==> config.mk <==
export PLATFORM = sky130hd
export DESIGN_NAME = multi_data_sync
export DESIGN_NICKNAME = d
export VERILOG_FILES = /design/src/rtl/multi_data_sync_pkg.sv /design/src/rtl/dsync_channel.sv /design/src/rtl/multi_data_sync.sv
export SDC_FILE = /design/constraint.sdc
export NUM_CORES = 1
export LEC_CHECK = 0
export ABC_AREA = 1
export CORE_MARGIN = 3
export CORE_UTILIZATION = 42
export DETAILED_ROUTE_END_ITERATION = 16
export PLACE_DENSITY = 0.91
export SYNTH_ARGS = -nofsm -noshare
export SYNTH_HDL_FRONTEND = slang
export SYNTH_HIERARCHICAL = 1
export SYNTH_SLANG_ARGS = --single-unit
export TNS_END_PERCENT = 5
==> constraint.sdc <==
create_clock -name CLK -period 1.2 [get_ports CLK]
set_clock_uncertainty 0.1 [all_clocks]
set_input_delay 0.18 -clock CLK [delete_from_list [all_inputs] [get_ports CLK]]
set_output_delay 0.18 -clock CLK [all_outputs]
set_load 0.02 [all_outputs]
==> src/rtl/multi_data_sync_pkg.sv <==
// multi_data_sync_pkg: default sizing and capture-mode encodings shared by the multi-channel synchronizer
package multi_data_sync_pkg;
  localparam int DEF_BUS_WIDTH  = 8;
  localparam int DEF_NUM_STAGES = 2;
  localparam int DEF_NUM_CH     = 4;
  localparam int MODE_LEVEL     = 0;
  localparam int MODE_TOGGLE    = 1;
endpackage

==> src/rtl/dsync_channel.sv <==
// dsync_channel: one qualifier-synchronized data capture channel
// Ports: CLK/RST (async active-high); bus_enable, unsync_bus (async source side);
// sync_ready, clr_overflow (local consumer); sync_bus, enable_pulse, sync_valid,
// ack_toggle, overflow (all registered, no combinational path from async inputs).
module dsync_channel import multi_data_sync_pkg::*; #(
  parameter int BUS_WIDTH   = DEF_BUS_WIDTH,
  parameter int NUM_STAGES  = DEF_NUM_STAGES,
  parameter int TOGGLE_MODE = MODE_LEVEL
) (
  input  logic                 CLK,
  input  logic                 RST,
  input  logic                 bus_enable,
  input  logic [BUS_WIDTH-1:0] unsync_bus,
  input  logic                 sync_ready,
  input  logic                 clr_overflow,
  output logic [BUS_WIDTH-1:0] sync_bus,
  output logic                 enable_pulse,
  output logic                 sync_valid,
  output logic                 ack_toggle,
  output logic                 overflow
);
  logic [NUM_STAGES-1:0] sync_q;
  logic prev, sync_out, capture;
  assign sync_out = sync_q[NUM_STAGES-1];
  always_comb capture = (TOGGLE_MODE == MODE_TOGGLE) ? (sync_out ^ prev) : (sync_out & ~prev);
  // unsync_bus is sampled only on the capture edge, when the source guarantees it is stable
  always_ff @(posedge CLK or posedge RST)
    if (RST) begin
      sync_q       <= '0;
      prev         <= 1'b0;
      sync_bus     <= '0;
      enable_pulse <= 1'b0;
      sync_valid   <= 1'b0;
      ack_toggle   <= 1'b0;
      overflow     <= 1'b0;
    end else begin
      sync_q       <= {sync_q[NUM_STAGES-2:0], bus_enable};
      prev         <= sync_out;
      enable_pulse <= capture;
      ack_toggle   <= ack_toggle ^ capture;
      if (capture) sync_bus <= unsync_bus;
      sync_valid   <= capture | (sync_valid & ~sync_ready);
      overflow     <= (capture & sync_valid & ~sync_ready) | (overflow & ~clr_overflow);
    end
endmodule

==> src/rtl/multi_data_sync.sv <==
// multi_data_sync: NUM_CH independent qualifier-synchronized data capture channels
// Ports: CLK/RST (async active-high); bus_enable[NUM_CH], unsync_bus[NUM_CH*BUS_WIDTH]
// (async source side); sync_ready, clr_overflow (local consumer); sync_bus, enable_pulse,
// sync_valid, ack_toggle, overflow (per channel, channel i data at [i*BUS_WIDTH +: BUS_WIDTH]).
module multi_data_sync import multi_data_sync_pkg::*; #(
  parameter int BUS_WIDTH   = DEF_BUS_WIDTH,
  parameter int NUM_STAGES  = DEF_NUM_STAGES,
  parameter int NUM_CH      = DEF_NUM_CH,
  parameter int TOGGLE_MODE = MODE_LEVEL
) (
  input  logic                        CLK,
  input  logic                        RST,
  input  logic [NUM_CH-1:0]           bus_enable,
  input  logic [NUM_CH*BUS_WIDTH-1:0] unsync_bus,
  input  logic [NUM_CH-1:0]           sync_ready,
  input  logic [NUM_CH-1:0]           clr_overflow,
  output logic [NUM_CH*BUS_WIDTH-1:0] sync_bus,
  output logic [NUM_CH-1:0]           enable_pulse,
  output logic [NUM_CH-1:0]           sync_valid,
  output logic [NUM_CH-1:0]           ack_toggle,
  output logic [NUM_CH-1:0]           overflow
);
  for (genvar i = 0; i < NUM_CH; i++) begin : g_ch
    dsync_channel #(
      .BUS_WIDTH(BUS_WIDTH),
      .NUM_STAGES(NUM_STAGES),
      .TOGGLE_MODE(TOGGLE_MODE)
    ) u_ch (
      .CLK(CLK),
      .RST(RST),
      .bus_enable(bus_enable[i]),
      .unsync_bus(unsync_bus[i*BUS_WIDTH +: BUS_WIDTH]),
      .sync_ready(sync_ready[i]),
      .clr_overflow(clr_overflow[i]),
      .sync_bus(sync_bus[i*BUS_WIDTH +: BUS_WIDTH]),
      .enable_pulse(enable_pulse[i]),
      .sync_valid(sync_valid[i]),
      .ack_toggle(ack_toggle[i]),
      .overflow(overflow[i])
    );
  end
endmodule

==> reports/qor.csv <==
metric,value,unit
outcome,"finished, final reports clean",
ctsLongestPathBuffers,2,
cp_max_fo,3,
grt_pass1_vias,1852,
synth_area,2180,um2
drc,0,
clk_pin_slew_worst_paths,70,ps
drt-initial-drc-count,74,
wl_met1,1990,um
reg2reg_setup_slack,160,ps
cts.sinks,60,
syn_area_per_cell,9.74,um2
dieHeight,78.1,um
final_util,0.658,
drive_gt1_frac,0.257,
maxSlewHeadroom,0.810,
postRouteAntennaNets,0,
powerDensity,1520,nW/um2
synth-seq-cells,60,
numCtsBuffers,9,
grt_max_degree,16,
rsz0062_at_grt,false,
overflow,0,
fmaxAchievable,867,MHz
maxCapViolCount,0,
dieArea,6100,um2
final_common_cell,nand2_1,
synthTopCellsByArea,"dfrtp_1, nand2_1, inv_1",
crit_family,flip-flops,
syn_inst,224,
start_util,0.447,
wl,4990,um
antenna_found_initial,0,
nets,385,
path_cells,buf_2,
pre_cts_ws,-44.3,ps
cp.arrival,870,ps
path_buf_inv,1,
n_fill_cell,430,
layout_common_cells,"nand2_1, dfrtp_1, buf_2, clkdlybuf4s50_1, inv_1",
slowest_delay,390,ps
io_pins,94,
rows,25,
min_period_over_period,0.961,
finalMaxSlewViolations,0,
route.met3.wl,298,um
cts_max_level,3,
core,4880,um2
crit_slowest_cell,dfrtp_1,
syn_to_final_growth,47.2,%
port_buffers,93,
critPathLaunchType,register,
wl_met2,2600,um
synthesis.nets,270,
setup_viol,0,
grt_pass1_wl,8240,um
finalCriticalPeriod,1150,ps
clock_latency,310,ps
seq_area_frac_synth,0.688,
ir_worst_vdd,0.819,mV
clock-root-buffer,clkbuf_8,
required,920,ps
hp-class,primary input to asynchronous set/reset pin,
gp_congestion,0.750,
drt_pass1_iterations,4,
final_hold_viol_count,0,
tightest_slew,285,ps
cts_tree,yes,
dpl.hpwl,3620,um
highest_layer,met4,
wl_per_cell,12.2,um
endpoint_kind,output pin,
synthDominantCellAreaShare,0.688,
via_per_inst,4.31,
worst_slack,46.8,ps
die_w,78.1,um
critical_path_class,register to output pin,
ys_types,8,
leakage,1.78,nW
grtUsageTotal,0.173,
yosys_warnings,6,
synth.largest_area_cell,dfrtp_1,
antennaDiodeCount,0,
vias,1769,
[kinds of logic (layout without fill, tap and decap cells)]
family / Yosys count / in the layout / synth area share
AND/OR/NAND/NOR: 132 / 132 / 0.241
flip-flops: 60 / 60 / 0.688
buffers and inverters: 28 / 147 / 0.0619
AO/OA/AOI/OAI: 4 / 4 / 0.00917
[synthesized netlist by cell type]
master and count:
nand2_1 116, dfrtp_1 60, inv_1 24, nand2_2 8, buf_6 4, nor2_1 4, nor2_2 4, o21ai_0 4
[worst paths after layout]
kind                                    startpoint                         to  cells after the start
setup / recovery           g_ch[3].u_ch/ack_toggle              ack_toggle[3]                      1
hold / removal                                 RST   g_ch[0].u_ch/sync_bus[2]                      3
setup reg to reg            g_ch[1].u_ch/sync_q[1]      g_ch[1].u_ch/overflow                      4
hold reg to reg             g_ch[3].u_ch/sync_q[0]     g_ch[3].u_ch/sync_q[1]                      0
max in group asynchronous                      RST  g_ch[2].u_ch/enable_pulse                      3
min in group CLK                     bus_enable[2]     g_ch[2].u_ch/sync_q[0]                      1
[report_power, final]
| part | leakage (nW) | switching [W] | internal (W) |
|---|---|---|---|
| clock | 0.0893 | 0.000697 | 0.000846 |
| combinational | 0.960 | 0.000573 | 0.000427 |
| sequential | 0.735 | 0.000108 | 0.00223 |
[repair_timing]
action,CTS,global route
endpoints found under the setup margin,48,34
hold buffers,0,0
gates resized for setup,191,5
setup buffers,0,0
[routing by layer]
layer,global-route usage,vias up
li1,-,885
met1,0.182,808
met2,0.317,66
met3,0.0482,10
met4,0.0822,0
met5,0,-
[final cells by class]
type / count / area [um2] / share of cell area
sequential: 60 / 1500 / 0.467
timing repair buffer: 108 / 803 / 0.250
multi-input combinational: 136 / 566 / 0.176
clock buffer: 13 / 159 / 0.0495
inverter: 24 / 90.1 / 0.0280
tap: 67 / 83.8 / 0.0261
clock inverter: 2 / 10.0 / 0.00312
[sequential cells by signal, indices dropped and copies added, names as in the netlist]
name / count
g_ch.u_ch/ack_toggle: 4
g_ch.u_ch/enable_pulse: 4
g_ch.u_ch/overflow: 4
g_ch.u_ch/prev: 4
g_ch.u_ch/sync_bus: 32
g_ch.u_ch/sync_q: 8
g_ch.u_ch/sync_valid: 4
[per-stage QoR]
| stage | area [um2] | TNS [ps] | total power [W] | hold slack [ps] | instances |
|---|---|---|---|---|---|
| after detailed placement | 3260 | -749 | 0.00357 | 240 | 395 |
| after floorplan | 2180 | 0 | 0.00288 | -18.5 | 224 |
| after global routing | 3210 | 0 | 0.00514 | 190 | 410 |
| after CTS | 3200 | -19.1 | 0.00495 | 173 | 410 |
| after global placement | 3260 | -418 | 0.00353 | 233 | 395 |
| final | 3210 | 0 | 0.00489 | 177 | 410 |
(Power assumes the default switching activity.)
==> patch 1, RTL diff (same settings) <==
Make the reset (`RST`) synchronous in one clocked block. Comments in the files are not updated.
--- a/src/rtl/dsync_channel.sv
+++ b/src/rtl/dsync_channel.sv
@@ -25,5 +25,5 @@
   always_comb capture = (TOGGLE_MODE == MODE_TOGGLE) ? (sync_out ^ prev) : (sync_out & ~prev);
   // unsync_bus is sampled only on the capture edge, when the source guarantees it is stable
-  always_ff @(posedge CLK or posedge RST)
+  always_ff @(posedge CLK)
     if (RST) begin
       sync_q       <= '0;
Function: differs if RST is asserted again (counterexample within 4 cycles, from zero or initial values and one cycle with RST high); with RST held inactive, the same outputs for 10 cycles.
==> patch 1 against the original RTL <==
- wire length up 4.9%
- setup slack better by 0.0017 ns
- die area up 5.7%
- highest routed layer unchanged
- critical path depth unchanged
- non-clock buffer count down 3
- area after synthesis up 6.2%
- utilization down 2.2 points
- sequential cell count unchanged
- total power down 13%
- final area up 3.2%
- maximum frequency up 0.14%
- register-to-register slack better by 0.09 ns
==> patch 1: results (changes against the original RTL) <==
asr flop ratio synth 0% (was 100.0%); global placement routability congestion 0.6975 (was 0.7498); r2r setup slk 0.25 ns (was 0.16 ns); Least-Margin Pin Slew 0.2522 ns (was 0.2848 ns); Area contributors post-synth dfxtp_1 (52%), nor2_1 (15%), nand3_1 (7.8%), inv_1 (7.8%), nand2_1 (7.8%) (was dfrtp_1 (69%), nand2_1 (20%), inv_1 (4.1%), nand2_2 (2.3%), buf_6 (2.1%)); met1 usage 19.65% (was 18.18%); pre-CTS setup slack -0.1231 ns (was -0.04430 ns); reg-to-reg startpoint g_ch[1].u_ch/sync_q[1]$_SDFF_PP0_ (was g_ch[1].u_ch/sync_q[1]$_DFF_PP0_); Hold Slack 0.2751 ns (was 0.1770 ns); WL/cell 10.50 um (was 12.16 um); Largest stage delay, worst path 0.31 ns (was 0.39 ns); final WL 5.228 mm (was 4.985 mm); vias in the first global route 1,968 (was 1,852); mean post-synth cell area 7.333 um^2 (was 9.741 um^2); Cell variety after synth 12 (was 8); crit path max fanout 1 (was 3); Fillers 487 (was 430); Hold WC Path Type input port to flip-flop (was input port to asynchronous set/reset pin); most frequent cell after synthesis nor2_1 (was nand2_1); Final nets 470 (was 385); P_leak 1.673 nW (was 1.785 nW); global-route usage over all layers 16.47% (was 17.29%); Commonest cells post-synth nor2_1 (92), dfxtp_1 (60), inv_1 (48), nand2_1 (48), nand3_1 (36) (was nand2_1 (116), dfrtp_1 (60), inv_1 (24)); met2 GRT Util 28.23% (was 31.68%); routed via count 2,197 (was 1,769); Placed Instances 483 (was 395); DP HPWL 3.861 mm (was 3.622 mm); Mapped Nets 362 (was 270); share of the yosys chip area belonging to registers 51.84% (was 68.81%); first-pass GRT wire length 8.404 mm (was 8.238 mm); status complete, no violations (unchanged); Critical Path Start g_ch[3].u_ch/enable_pulse$_SDFF_PP0_ (was g_ch[3].u_ch/ack_toggle$_DFF_PP0_); Iter 0 DRT Violations 65 (was 74); layout cells sized above 1 20.79% (was 25.66%); VDD IR max 0.7531 mV (was 0.8190 mV); largest net degree at the start of global routing 13 (was 16)
## patch 1: power breakdown
part	switching, mW	total, mW	internal (mW)
Combinational	0.312	0.602	0.290
Clock	0.702	1.55	0.846
Sequential	0.0421	2.12	2.08
Total	1.06	4.27	3.22
## patch 1: cell type report
class	count	area (um^2)	area share (%)
multi-input combinational	192	840.8	25.37
clock inverter	2	10.01	0.3020
timing repair buffer	105	805.8	24.31
inverter	56	210.2	6.342
tap	70	87.58	2.643
clock buffer	13	158.9	4.794
sequential	60	1201	36.24
## patch 1: cell families (layout without fill, tap and decap cells)
logic type / after synthesis / after routing / share of synthesized area [%]
AND/OR/NAND/NOR: 188 / 188 / 35.42
buffers and inverters: 64 / 176 / 11.88
flip-flops: 60 / 60 / 51.84
AO/OA/AOI/OAI: 4 / 4 / 0.8640
## patch 1: metal layers
metal | share of wire, % | routed length (um)
met4 | 0.82 | 43
met5 | 0 | 0
met3 | 6.3 | 331
met1 | 43 | 2259
met2 | 50 | 2593
## patch 1: timing repair
item,CTS,global route
setup endpoints to repair,48,17
gates resized for setup,173,17
pin swaps,0,0
buffers inserted,0,0
## patch 1: metrics by stage
stage               instance area, um^2  setup TNS (ns)
finish                             3314               0
global route                       3314               0
CTS                                3421       -0.002029
detailed placement                 3373          -4.481
global placement                   3373          -3.009
floorplan                          2317               0
## patch 1: worst paths after layout
path                                                               to  cells past startpoint
worst min-delay path                g_ch[3].u_ch/sync_q[0]$_SDFF_PP0_                      3
worst min register to register      g_ch[2].u_ch/sync_q[1]$_SDFF_PP0_                      2
worst max register to register  g_ch[1].u_ch/sync_bus[5]$_SDFFE_PP0P_                      4
worst max-delay path                                  enable_pulse[3]                      1
==> patch 2, RTL diff (config.mk and constraints unchanged) <==
Made on the original files. The package constant `DEF_BUS_WIDTH` goes from 8 to 6.
--- a/src/rtl/multi_data_sync_pkg.sv
+++ b/src/rtl/multi_data_sync_pkg.sv
@@ -1,5 +1,5 @@
 // multi_data_sync_pkg: default sizing and capture-mode encodings shared by the multi-channel synchronizer
 package multi_data_sync_pkg;
-  localparam int DEF_BUS_WIDTH  = 8;
+  localparam int DEF_BUS_WIDTH  = 6;
   localparam int DEF_NUM_STAGES = 2;
   localparam int DEF_NUM_CH     = 4;
Ports: changed (resized sync_bus and unsync_bus); port bits go from 94 to 78. No check against the original RTL was run, so the function may have changed too.
==> patch 2 against the original RTL <==
- final area decreased by 17%
- register-to-register slack improved by 0.07 ns
- total power decreased by 21%
- count of clock-buffer cells in the layout decreased by 6
- wire length decreased by 20%
- clock power decreased by 34%
- sequential cell count decreased by 8
- area after synthesis decreased by 15%
- combinational power decreased by 18%
- setup slack improved by 0.019 ns
- synthesized cell count decreased by 16%
- utilization decreased by 1.3 points
- maximum frequency increased by 1.7%
- critical path type unchanged
==> patch 2: results (changes against the original RTL) <==
status complete, no violations (unchanged); worst skew pair latency 0.28 ns (was 0.31 ns); WL/cell 11.90 um (was 12.16 um); net switching power 1.065 mW (was 1.379 mW); P_leak 1.488 nW (was 1.785 nW); Fillers 368 (was 430); vias in the first global route 1,604 (was 1,852); Post-CTS Setup Bufs 0 (unchanged); mean post-synth cell area 9.876 um^2 (was 9.741 um^2); Mapped Nets 226 (was 270); layout cells sized above 1 26.41% (was 25.66%); VDD IR max 0.8325 mV (was 0.8190 mV); CTS resizes 156 (was 191); Critical Path Start g_ch[2].u_ch/sync_bus[4]$_DFFE_PP0P_ (was g_ch[3].u_ch/ack_toggle$_DFF_PP0_); reg-to-reg startpoint g_ch[1].u_ch/prev$_DFF_PP0_ (was g_ch[1].u_ch/sync_q[1]$_DFF_PP0_); synthesized area 1857 um^2 (was 2182 um^2); clock buffer count from CTS 5 (was 9); Area contributors post-synth dfrtp_1 (70%), nand2_1 (19%), inv_1 (3.2%), nor2_4 (2.4%), inv_2 (1.6%) (was dfrtp_1 (69%), nand2_1 (20%), inv_1 (4.1%), nand2_2 (2.3%), buf_6 (2.1%)); first-pass GRT wire length 6.713 mm (was 8.238 mm); Placed Instances 327 (was 395); Iter 0 DRT Violations 67 (was 74); placed cell areas 2780 um^2 (was 3264 um^2); share of the yosys chip area belonging to registers 70.08% (was 68.81%); global placement routability congestion 0.7612 (was 0.7498); crit path max fanout 2 (was 3); Commonest cells post-synth nand2_1 (96), dfrtp_1 (52), inv_1 (16) (was nand2_1 (116), dfrtp_1 (60), inv_1 (24)); DR vias/cell 4.395 (was 4.315); Buffers on Ports 77 (was 93); Least-Margin Pin Slew 0.2184 ns (was 0.2848 ns); largest registers g_ch.u_ch/sync_bus: 24 flops, g_ch.u_ch/sync_q: 8 flops (was g_ch.u_ch/sync_bus: 32 flops, g_ch.u_ch/sync_q: 8 flops); largest net degree at the start of global routing 15 (was 16); Final nets 322 (was 385); pre-CTS setup slack -0.03787 ns (was -0.04430 ns); H-tree depth 2 (was 3)
==> patch 2: kinds of logic after synthesis <==
group           count (synthesis)  synth area share [%]
flops                          52                 70.08
buf+inv                        24                 4.852
simple gates                  108                 23.99
compound gates                  4                 1.078
==> patch 2: final timing paths <==
path | end | slack (ns) | cells past startpoint
max | sync_bus[16] | 0.07 | 1
min | g_ch[1].u_ch/sync_q[1]$_DFF_PP0_ | 0.21 | 3
min in group CLK | g_ch[3].u_ch/sync_q[0]$_DFF_PP0_ | 0.22 | 1
max in group asynchronous | g_ch[3].u_ch/sync_bus[1]$_DFFE_PP0P_ | 0.62 | 3
max reg2reg | g_ch[1].u_ch/sync_bus[1]$_DFFE_PP0P_ | 0.23 | 3
min reg2reg | g_ch[0].u_ch/sync_q[1]$_DFF_PP0_ | 0.25 | 0
==> patch 2: stage by stage <==
stage / total power, mW / hold slack, ns
2_1_floorplan: 2.460 / -0.04304
3_3_place_gp: 3.009 / 0.2317
3_5_place_dp: 3.043 / 0.2347
4_1_cts: 3.915 / 0.2121
5_1_grt: 4.067 / 0.2085
6_report: 3.858 / 0.2144
==> patch 2: routing by layer <==
metal  up-vias  track usage [%]  share of wire, %
met4         0            6.967               2.5
met5         -                0                 0
met3        10            3.878               6.0
li1        742                -                 -
met2        51            28.61                52
met1       665            18.69                40
==> patch 2: power by group through the flow <==
stage	Clock, mW	Sequential, mW	Combinational (mW)
3_5_place_dp	0	2.06	0.983
2_1_floorplan	0	2.26	0.204
6_report	1.02	2.02	0.822
5_1_grt	1.12	2.04	0.900
4_1_cts	1.05	2.02	0.841
3_3_place_gp	0	2.05	0.963
==> patch 2: layout make-up <==
cell class	count	area [um^2]	share of cell area [%]
Clock buffer	7	96.34	3.600
Inverter	24	90.09	3.366
Multi-Input combinational cell	112	465.4	17.39
Sequential cell	52	1301	48.62
Tap cell	50	62.56	2.338
Timing Repair Buffer	89	660.6	24.68
